==> src/rtl/inst_loader.sv <==
// Serial instruction loader: 2-flop synced strobe/data shifted MSB-first into an INST_W frame, plus button edge detect.
// Latency: a serial edge is acted on at the 3rd clk edge after the pin rise; btn_edge follows the conditioned level by one cycle.
// Backpressure: serial edges are ignored while exec_busy=1. Optional button debounce is enabled by defining INST_LOADER_DEBOUNCE_EN.
module inst_loader #(
    parameter int INST_W          = 12,
    parameter int TIMEOUT_CYCLES  = 1024,
    parameter int DEBOUNCE_CYCLES = 16
) (
    input  logic       clk,
    input  logic       rstn,
    input  logic       ser_clk,
    input  logic       ser_in,
    input  logic       btn_in,
    input  logic       exec_busy,
    output logic [3:0] opcode,
    output logic [7:0] imm,
    output logic       inst_done,
    output logic       btn_edge,
    output logic       frame_err,
    output logic [3:0] bit_cnt
);

    localparam int          TO_W     = $clog2(TIMEOUT_CYCLES + 1);
    localparam logic [3:0]  LAST_BIT = 4'(INST_W - 1);
    localparam logic [TO_W-1:0] TO_LAST = TO_W'(TIMEOUT_CYCLES - 1);

    typedef enum logic [1:0] {S_IDLE, S_SHIFT, S_READY} state_t;

    logic [1:0]        r_sclk_s, r_sin_s, r_btn_s;
    logic              r_sclk_d;
    state_t            r_state, w_state_nxt;
    logic [INST_W-1:0] r_shift, w_shift_nxt, w_frame;
    logic [3:0]        r_bit_cnt, w_cnt_nxt;
    logic [TO_W-1:0]   r_idle_cnt, w_idle_nxt;
    logic              r_done, w_done_nxt, r_ferr, w_ferr_nxt, w_load;
    logic [3:0]        r_opcode;
    logic [7:0]        r_imm;
    logic              w_ser_edge, w_edge_acc, w_sin;
    logic              w_btn_lvl, r_lvl_d, r_btn_edge, w_priming;
    logic [2:0]        r_prime;

    always_ff @(posedge clk or negedge rstn) begin
        if (!rstn) begin
            r_sclk_s <= '0;
            r_sin_s  <= '0;
            r_btn_s  <= '0;
            r_sclk_d <= 1'b0;
        end else begin
            r_sclk_s <= {r_sclk_s[0], ser_clk};
            r_sin_s  <= {r_sin_s[0], ser_in};
            r_btn_s  <= {r_btn_s[0], btn_in};
            r_sclk_d <= r_sclk_s[1];
        end
    end

    assign w_ser_edge = r_sclk_s[1] & ~r_sclk_d;
    assign w_edge_acc = w_ser_edge & ~exec_busy;
    assign w_sin      = r_sin_s[1];
    assign w_frame    = {r_shift[INST_W-2:0], w_sin};

    always_comb begin
        w_state_nxt = r_state;
        w_shift_nxt = r_shift;
        w_cnt_nxt   = r_bit_cnt;
        w_idle_nxt  = '0;
        w_done_nxt  = r_done;
        w_ferr_nxt  = 1'b0;
        w_load      = 1'b0;
        case (r_state)
            S_IDLE: begin
                if (w_edge_acc) begin
                    w_shift_nxt = {{(INST_W-1){1'b0}}, w_sin};
                    w_cnt_nxt   = 4'd1;
                    w_state_nxt = S_SHIFT;
                end
            end
            S_SHIFT: begin
                // A serial edge takes priority over a coincident timeout.
                if (w_edge_acc) begin
                    w_shift_nxt = w_frame;
                    if (r_bit_cnt == LAST_BIT) begin
                        w_load      = 1'b1;
                        w_done_nxt  = 1'b1;
                        w_cnt_nxt   = 4'd0;
                        w_state_nxt = S_READY;
                    end else begin
                        w_cnt_nxt = r_bit_cnt + 4'd1;
                    end
                end else if (r_idle_cnt == TO_LAST) begin
                    w_shift_nxt = '0;
                    w_cnt_nxt   = 4'd0;
                    w_ferr_nxt  = 1'b1;
                    w_state_nxt = S_IDLE;
                end else begin
                    w_idle_nxt = r_idle_cnt + 1'b1;
                end
            end
            S_READY: begin
                if (w_edge_acc) begin
                    w_done_nxt  = 1'b0;
                    w_shift_nxt = {{(INST_W-1){1'b0}}, w_sin};
                    w_cnt_nxt   = 4'd1;
                    w_state_nxt = S_SHIFT;
                end
            end
            default: w_state_nxt = S_IDLE;
        endcase
    end

    always_ff @(posedge clk or negedge rstn) begin
        if (!rstn) begin
            r_state    <= S_IDLE;
            r_shift    <= '0;
            r_bit_cnt  <= 4'd0;
            r_idle_cnt <= '0;
            r_done     <= 1'b0;
            r_ferr     <= 1'b0;
            r_opcode   <= 4'd0;
            r_imm      <= 8'd0;
        end else begin
            r_state    <= w_state_nxt;
            r_shift    <= w_shift_nxt;
            r_bit_cnt  <= w_cnt_nxt;
            r_idle_cnt <= w_idle_nxt;
            r_done     <= w_done_nxt;
            r_ferr     <= w_ferr_nxt;
            if (w_load) begin
                r_opcode <= w_frame[11:8];
                r_imm    <= w_frame[7:0];
            end
        end
    end

`ifdef INST_LOADER_DEBOUNCE_EN
    localparam int DB_W = $clog2(DEBOUNCE_CYCLES + 1);
    localparam logic [DB_W-1:0] DB_LAST = DB_W'(DEBOUNCE_CYCLES - 1);
    logic [DB_W-1:0] r_db_cnt;
    logic            r_btn_lvl;

    always_ff @(posedge clk or negedge rstn) begin
        if (!rstn) begin
            r_db_cnt  <= '0;
            r_btn_lvl <= 1'b0;
        end else if (w_priming) begin
            r_db_cnt  <= '0;
            r_btn_lvl <= r_btn_s[1];
        end else if (r_btn_s[1] != r_btn_lvl) begin
            if (r_db_cnt == DB_LAST) begin
                r_db_cnt  <= '0;
                r_btn_lvl <= r_btn_s[1];
            end else begin
                r_db_cnt <= r_db_cnt + 1'b1;
            end
        end else begin
            r_db_cnt <= '0;
        end
    end

    assign w_btn_lvl = r_btn_lvl;
`else
    assign w_btn_lvl = r_btn_s[1] & (DEBOUNCE_CYCLES >= 0);
`endif

    // After reset the level history is primed without pulsing, so a button held through reset gives no edge.
    assign w_priming = (r_prime != 3'd4);

    always_ff @(posedge clk or negedge rstn) begin
        if (!rstn) begin
            r_prime    <= 3'd0;
            r_lvl_d    <= 1'b0;
            r_btn_edge <= 1'b0;
        end else begin
            r_lvl_d <= w_btn_lvl;
            if (w_priming) begin
                r_prime    <= r_prime + 3'd1;
                r_btn_edge <= 1'b0;
            end else begin
                r_btn_edge <= w_btn_lvl & ~r_lvl_d;
            end
        end
    end

    assign opcode    = r_opcode;
    assign imm       = r_imm;
    assign inst_done = r_done;
    assign btn_edge  = r_btn_edge;
    assign frame_err = r_ferr;
    assign bit_cnt   = r_bit_cnt;

endmodule

==> config.mk <==
export PLATFORM = sky130hd
export DESIGN_NAME = inst_loader
export DESIGN_NICKNAME = d
export VERILOG_FILES = /design/src/rtl/inst_loader.sv
export SDC_FILE = /design/constraint.sdc
export NUM_CORES = 1
export LEC_CHECK = 0
export ABC_AREA = 1
export CELL_PAD_IN_SITES_DETAIL_PLACEMENT = 1
export CELL_PAD_IN_SITES_GLOBAL_PLACEMENT = 1
export CORE_UTILIZATION = 41
export CTS_BUF_LIST = sky130_fd_sc_hd__clkbuf_8
export CTS_CLUSTER_SIZE = 25
export DETAILED_ROUTE_END_ITERATION = 10
export PLACE_DENSITY = 0.88
export SYNTH_ARGS = -nofsm -noshare
export SYNTH_HDL_FRONTEND = slang
export SYNTH_SLANG_ARGS = --single-unit
==> constraint.sdc <==
create_clock -name clk -period 1.6 [get_ports clk]
set_clock_uncertainty 0.1 [all_clocks]
set_input_delay 0.32 -clock clk [delete_from_list [all_inputs] [get_ports clk]]
set_output_delay 0.32 -clock clk [all_outputs]
set_load 0.01 [all_outputs]
==> flow_summary.json, run 1 <==
{
  "critical-path-slowest-cell": "dfrtp_1",
  "setup.reg_to_reg.worst_slack_ns": 0.06,
  "synthAdderAreaFrac": 0.0216,
  "grt_setup_unrepaired": "yes",
  "detail-route-antenna-nets": 0,
  "relative_contribution_of_sequential_cells_to_total_power": 0.528,
  "cp-end-kind": "flop",
  "grt_util_met3": 0.0417,
  "global_route_wire_length_before_repair_um": 8890,
  "rr_worst_depth": 8,
  "report.power.total_mw": 2.86,
  "dieHeight_um": 77.2,
  "post_synth_inst_count": 236,
  "synthDominantCellAreaShare": 0.583,
  "timing.critical_path.fanout_max": 8,
  "tritoncts_clock_tree": "yes",
  "p_sw_uw": 884,
  "synth_flop_cell": "dfrtp_1",
  "hold_end": "r_sin_s[1]",
  "irDropWorstVdd_mv": 0.453,
  "setup_viol": 0,
  "cp.required_ns": 1.71,
  "dr_vias": 1724,
  "hold_violations": 0,
  "dp.final_hpwl_um": 3570,
  "row_count": 27,
  "holdCritPathClass": "flop to flop",
  "netlist.top_cell.by_area": "dfrtp_1",
  "clk_slew_on_worst_s_h_paths_ns": 0.10,
  "syn-num-nets": 246,
  "final-instance-count-excl-fill": 355,
  "min_path_cells": 0,
  "yosys.area_share.simple": 0.245,
  "antenna-diode-count": 0,
  "fraction_of_final_layout_cells_sized_beyond_drive_strength_1": 0.251,
  "hold_path.startpoint": "r_sin_s[0]",
  "cts.sink_count": 54,
  "final_design_area_no_fill_sq_um": 2900,
  "timing_max_transition_violations_final": 0,
  "worstPathArrival_ns": 1.65,
  "final_critical_path_setup_slack_ns": 0.0551,
  "cts-htree-levels": 2,
  "placed_cells_incl_taps": 341,
  "synth_compound_gate_area_share": 0.0637,
  "place_worst_setup_slack_ns": -0.264,
  "detail_route.vias_per_cell": 4.86,
  "power_per_cell_area_nw_per_um2": 985,
  "run_status": "finished clean",
  "floorplan.io_pins": 25,
  "synth.yosys.seq_area_share": 0.583,
  "synthXorXnorAreaFrac": 0.0227,
  "grt_util_met1": 0.228,
  "p_int_mw": 1.97,
  "max-clock-path-buffers": 2,
  "globalRoute.busiestLayer": "met2",
  "async_reset_ff_frac": 1.00,
  "gp_routability_congestion": 0.756,
  "clock.fmax_mhz": 647,
  "floorplan.initialDensity": 0.423,
  "largest_net_degree_at_the_start_of_global_routing": 44,
  "final_nets": 292,
  "areaGrowthSynthToFinish_pct": 25.1,
  "synth_top_family_by_area": "simple AND/OR/NAND/NOR gates",
  "switching_share": 0.309,
  "port_buffers": 24,
  "fin_crit_ns": 1.54,
  "overflow": 0,
  "worst_setup_path_start_kind": "flop",
  "synth_cell_area_sq_um": 2320,
  "detail_route.drc_violations": 0,
  "gr-usage-met2": 0.342,
  "initialDrtViolationCount": 73,
  "synth_seq_cells": 54,
  "post_drt_wl_per_cell_um": 14.8,
  "p_leak_nw": 1.44,
  "post_synth_mux_area_share": 0,
  "dr.pass1.iters": 4,
  "initial_antenna_violation_count": 0,
  "max_slew.worst_pin.slew_ns": 0.318,
  "dieArea_sq_um": 5960,
  "worstPathCellList": "ha_2 > nand2_2 > nor2_4 > nand3_4 > nand2_4 > nand3_4 > nand2_1 > nand2_1",
  "cts_inserted_buffers": 5,
  "clock_power_share": 0.267,
  "cts-root-buf": "clkbuf_8",
  "final.fill_count": 657,
  "synth_enable_flop_cells": 0,
  "p_comb_frac": 0.204,
  "global_route.usage.total": 0.194,
  "clock_insertion_delay_at_the_later_pin_of_the_skew_report_ns": 0.32,
  "post_synth.cell_area_avg_sq_um": 9.82,
  "placed_area_sq_um": 2730,
  "r2r_start": "r_idle_cnt[0]",
  "first_global_vias": 1882,
  "postRouteWirelength_um": 5260,
  "synthDistinctLibCells": 29,
  "cp_slowest_stage_delay_ns": 0.39,
  "path_class": "flop to flop",
  "timing.max_slew.rel_slack": 0.788,
  "r2r-end": "r_shift[8]",
  "final_min_period_over_clock_period": 0.966,
  "max-cap-violations": 0,
  "timing.hold.ws_ns": 0.258,
  "ys_top_cells_by_area": "dfrtp_1 58%, nand2_1 12%, o21ai_2 4.5%",
  "dieWidth_um": 77.2,
  "ys.warnings.count": 0,
  "placeableCoreArea_sq_um": 5470
}
==> cells in the mapped netlist (2+ instances only) <==
master   number
xor2_1        3
nor2_2        2
inv_1        23
nand3_4       2
o21ai_0       2
nand4_1       5
dfrtp_1      54
nand2_2       7
xnor2_1       3
nand3_1       6
nand2_1      71
inv_2         3
ha_1          4
o21ai_2      12
buf_6         3
nor2_1       22
nor2_4        2
==> power by group through the flow <==
stage,clock (mW),sequential [mW],combinational [mW]
2_1_floorplan,0,1.53,0.269
4_1_cts,0.796,1.50,0.542
5_1_grt,0.823,1.51,0.636
3_3_place_gp,0,1.54,0.440
3_5_place_dp,0,1.54,0.475
6_report,0.763,1.51,0.584
==> cells in the final DEF (no fill, tap or decap) <==
master	instances
o21ai_0	2
dlygate4sd2_1	19
clkinv_4	1
buf_2	1
nand2_4	1
nand4_4	1
o31ai_1	1
ha_2	2
inv_2	3
clkbuf_8	5
nand3_1	5
nor2_1	21
nand2_2	14
clkinv_1	1
o21ai_1	1
a21oi_1	1
clkdlybuf4s50_1	4
nor3b_1	1
ha_1	2
buf_4	16
xnor2_1	3
nand4_1	5
buf_12	2
nor3_1	1
nor2_4	3
dlygate4sd3_1	1
nand3_4	4
dfrtp_2	2
xor2_1	3
clkinv_2	1
o21ai_2	12
nand3_2	1
inv_1	24
nor2_2	2
o21a_1	1
o211ai_1	1
nand2_1	63
dfrtp_1	52
==> cells by family after synthesis <==
| group | after synthesis |
|---|---|
| simple gates | 121 |
| flops | 54 |
| buf+inv | 32 |
| compound gates | 19 |
| xor+xnor | 6 |
| fa+ha+maj | 4 |
==> layer usage <==
layer,up-vias,part of all wire
li1,823,-
met1,860,0.43
met2,30,0.52
met3,11,0.034
met4,0,0.023
met5,-,0
==> worst max path at each step <==
stage                  to          start  depth (start not counted)
5_1_grt        r_shift[7]  r_idle_cnt[0]                          8
2_1_floorplan  r_shift[0]  r_idle_cnt[0]                          9
3_3_place_gp   bit_cnt[3]      exec_busy                          8
3_5_place_dp   r_shift[7]      exec_busy                          9
6_report       r_shift[8]  r_idle_cnt[0]                          8
4_1_cts        r_shift[0]  r_idle_cnt[0]                          8
==> registers in the layout, summed over array words and instances, names as in the netlist, 3 cells and up <==
| signal | flops |
|---|---|
| bit_cnt | 4 |
| r_shift | 11 |
| r_idle_cnt | 11 |
| opcode | 4 |
| imm | 8 |
| r_prime | 3 |
==> worst max-delay path, delay by kind of cell, from the launching register on <==
family	cells	cell delay, ns
simple gates	7	0.74
flops	1	0.39
fa+ha+maj	1	0.20
==> stage by stage <==
stage                     TNS [ns]  utilization
after detailed placement     -7.23        0.498
after global routing        -0.161        0.530
after global placement       -3.74        0.498
after CTS                 -0.00827        0.519
after floorplan                  0            -
final                            0        0.530
==> area by class of cell <==
| class | count | area, sq um | area share |
|---|---|---|---|
| inverters | 27 | 101 | 0.0350 |
| repair buffers | 43 | 382 | 0.132 |
| clock buffers | 5 | 68.8 | 0.0237 |
| clock inverters | 3 | 17.5 | 0.00604 |
| flip-flops and latches | 54 | 1350 | 0.467 |
| well taps | 72 | 90.1 | 0.0311 |
| multi-input cells | 151 | 886 | 0.306 |
==> timing repair <==
action,CTS,global route
pin swaps,0,8
gates cloned,1,0
hold endpoints to repair,11,0
resized for setup,21,16
setup endpoints to repair,21,23
hold buffers,1,0
setup buffers,3,1
Power figures use the tool's default switching activity.
==> run 2, diff against run 1 <==
==> constraint.sdc (replaced) <==
create_clock -name clk -period 1.4 [get_ports clk]
set_clock_uncertainty 0.1 [all_clocks]
set_input_delay 0.28 -clock clk [delete_from_list [all_inputs] [get_ports clk]]
set_output_delay 0.28 -clock clk [all_outputs]
set_load 0.01 [all_outputs]
==> flow_summary.json, run 2 (synthesized netlist as in run 1, its figures left out) <==
{
  "run_status": "finished with violations",
  "failing_checks": "negative setup slack",
  "clock_power_share": 0.264,
  "irDropWorstVdd_mv": 0.521,
  "global_route_wire_length_before_repair_um": 9980,
  "power_per_cell_area_nw_per_um2": 1130,
  "clk_slew_on_worst_s_h_paths_ns": 0.10,
  "tritoncts_clock_tree": "yes",
  "cts.sink_count": 54,
  "dp.final_hpwl_um": 3790,
  "holdCritPathClass": "flop to flop",
  "global_route.usage.total": 0.221,
  "detail_route.drc_violations": 0,
  "final_critical_path_setup_slack_ns": -0.257,
  "timing_max_transition_violations_final": 0,
  "clock_insertion_delay_at_the_later_pin_of_the_skew_report_ns": 0.32,
  "areaGrowthSynthToFinish_pct": 38.0,
  "fin_crit_ns": 1.66,
  "overflow": 0,
  "port_buffers": 24,
  "floorplan.io_pins": 25,
  "p_int_mw": 2.44,
  "dieWidth_um": 77.2,
  "fraction_of_final_layout_cells_sized_beyond_drive_strength_1": 0.403,
  "dr.pass1.iters": 4,
  "final_nets": 314,
  "dieHeight_um": 77.2,
  "most_frequent_standard_cell_in_the_layout_excluding_fill_and_tap_cells": "dfrtp_1",
  "p_comb_frac": 0.263,
  "row_count": 27,
  "relative_contribution_of_sequential_cells_to_total_power": 0.473,
  "grt_setup_unrepaired": "yes",
  "max_slew.worst_pin.slew_ns": 0.316,
  "clock.fmax_mhz": 603,
  "hold_violations": 0,
  "report.power.total_mw": 3.61,
  "initialDrtViolationCount": 82,
  "largest_net_degree_at_the_start_of_global_routing": 44,
  "worstPathArrival_ns": 1.76,
  "timing.critical_path.fanout_max": 3,
  "max-cap-violations": 0,
  "detail_route.vias_per_cell": 5.01,
  "setup_viol": 30,
  "cp-end-kind": "flop",
  "cts-root-buf": "clkbuf_8",
  "final_min_period_over_clock_period": 1.18,
  "detail-route-antenna-nets": 0,
  "place_worst_setup_slack_ns": -0.375,
  "placed_area_sq_um": 2810,
  "cts_inserted_buffers": 5,
  "path_class": "flop to flop",
  "worst_setup_path_start_kind": "flop",
  "p_leak_nw": 1.54,
  "max-clock-path-buffers": 2,
  "gp_routability_congestion": 0.799,
  "post_drt_wl_per_cell_um": 18.3,
  "first_global_vias": 2016,
  "antenna-diode-count": 0,
  "layout.cells.most_common_list": "52 x dfrtp_1, 43 x nand2_1, 35 x buf_4",
  "floorplan.initialDensity": 0.423,
  "dieArea_sq_um": 5960,
  "cp.required_ns": 1.50,
  "p_sw_mw": 1.17,
  "switching_share": 0.323,
  "timing.max_slew.rel_slack": 0.789,
  "placeableCoreArea_sq_um": 5470,
  "dr_vias": 1890,
  "initial_antenna_violation_count": 0,
  "postRouteWirelength_um": 6900,
  "cts-htree-levels": 2,
  "final_design_area_no_fill_sq_um": 3200,
  "setup_total_negative_slack_ns": -4.27
}
==> run 2: area by class of cell <==
class,count,area (sq um)
Clock buffer,6,82.6
Multi-Input combinational cell,151,983
Clock inverter,2,16.3
Tap cell,72,90.1
Sequential cell,54,1350
Timing Repair Buffer,65,566
Fill cell,638,2270
Inverter,27,106
==> run 2: timing repair <==
action | in CTS | in global routing
endpoints found under the setup margin | 55 | 52
pin swaps | 5 | 13
setup buffers | 7 | 9
endpoints found under the hold margin | 11 | 0
resized for setup | 53 | 30
hold buffers | 1 | 0
gates cloned | 1 | 0
==> run 2: worst max-delay path, stage by stage, from the launching register on <==
cell     delay [ns]
dfrtp_1        0.38
ha_2           0.22
nand2_4        0.06
nor2_4         0.13
buf_4          0.13
buf_6          0.11
nand2_2        0.08
xor2_1         0.22
nor2_1         0.10
==> run 2: worst paths after layout <==
kind                                     from       endpoint  slack (ns)  cells after the start
worst max register to register  r_idle_cnt[0]  r_idle_cnt[8]       -0.26                      8
min in group asynchronous                rstn     r_shift[1]        0.28                      2
worst min-delay path               r_btn_s[0]     r_btn_s[1]        0.27                      0
worst min register to register     r_btn_s[0]     r_btn_s[1]        0.27                      0
max in group asynchronous                rstn     bit_cnt[0]        0.38                      3
worst max-delay path            r_idle_cnt[0]  r_idle_cnt[8]       -0.26                      8
==> run 2: layer usage <==
layer  wire length, um  GRT usage  vias to the layer above  share of wire
met5                 0          0                        -              0
met4               256      0.100                        0          0.037
met3               262     0.0440                       21          0.038
met2              3740      0.388                       49           0.54
met1              2650      0.259                      951           0.38
li1                  -          -                      869              -
==> run 2: power groups by stage <==
stage | Clock [mW] | Combinational [mW] | Sequential [mW]
finish | 0.952 | 0.948 | 1.71
floorplan | 0 | 0.316 | 1.75
global route | 1.02 | 1.01 | 1.71
CTS | 0.959 | 0.825 | 1.70
global placement | 0 | 0.583 | 1.74
detailed placement | 0 | 0.628 | 1.75
==> run 2: through the flow <==
stage               std cells  hold slack, ns  utilization
floorplan                 236          -0.116            -
global placement          351          0.0818        0.514
detailed placement        351          0.0878        0.514
CTS                       368           0.262        0.558
global route              377           0.275        0.584
finish                    377           0.269        0.584
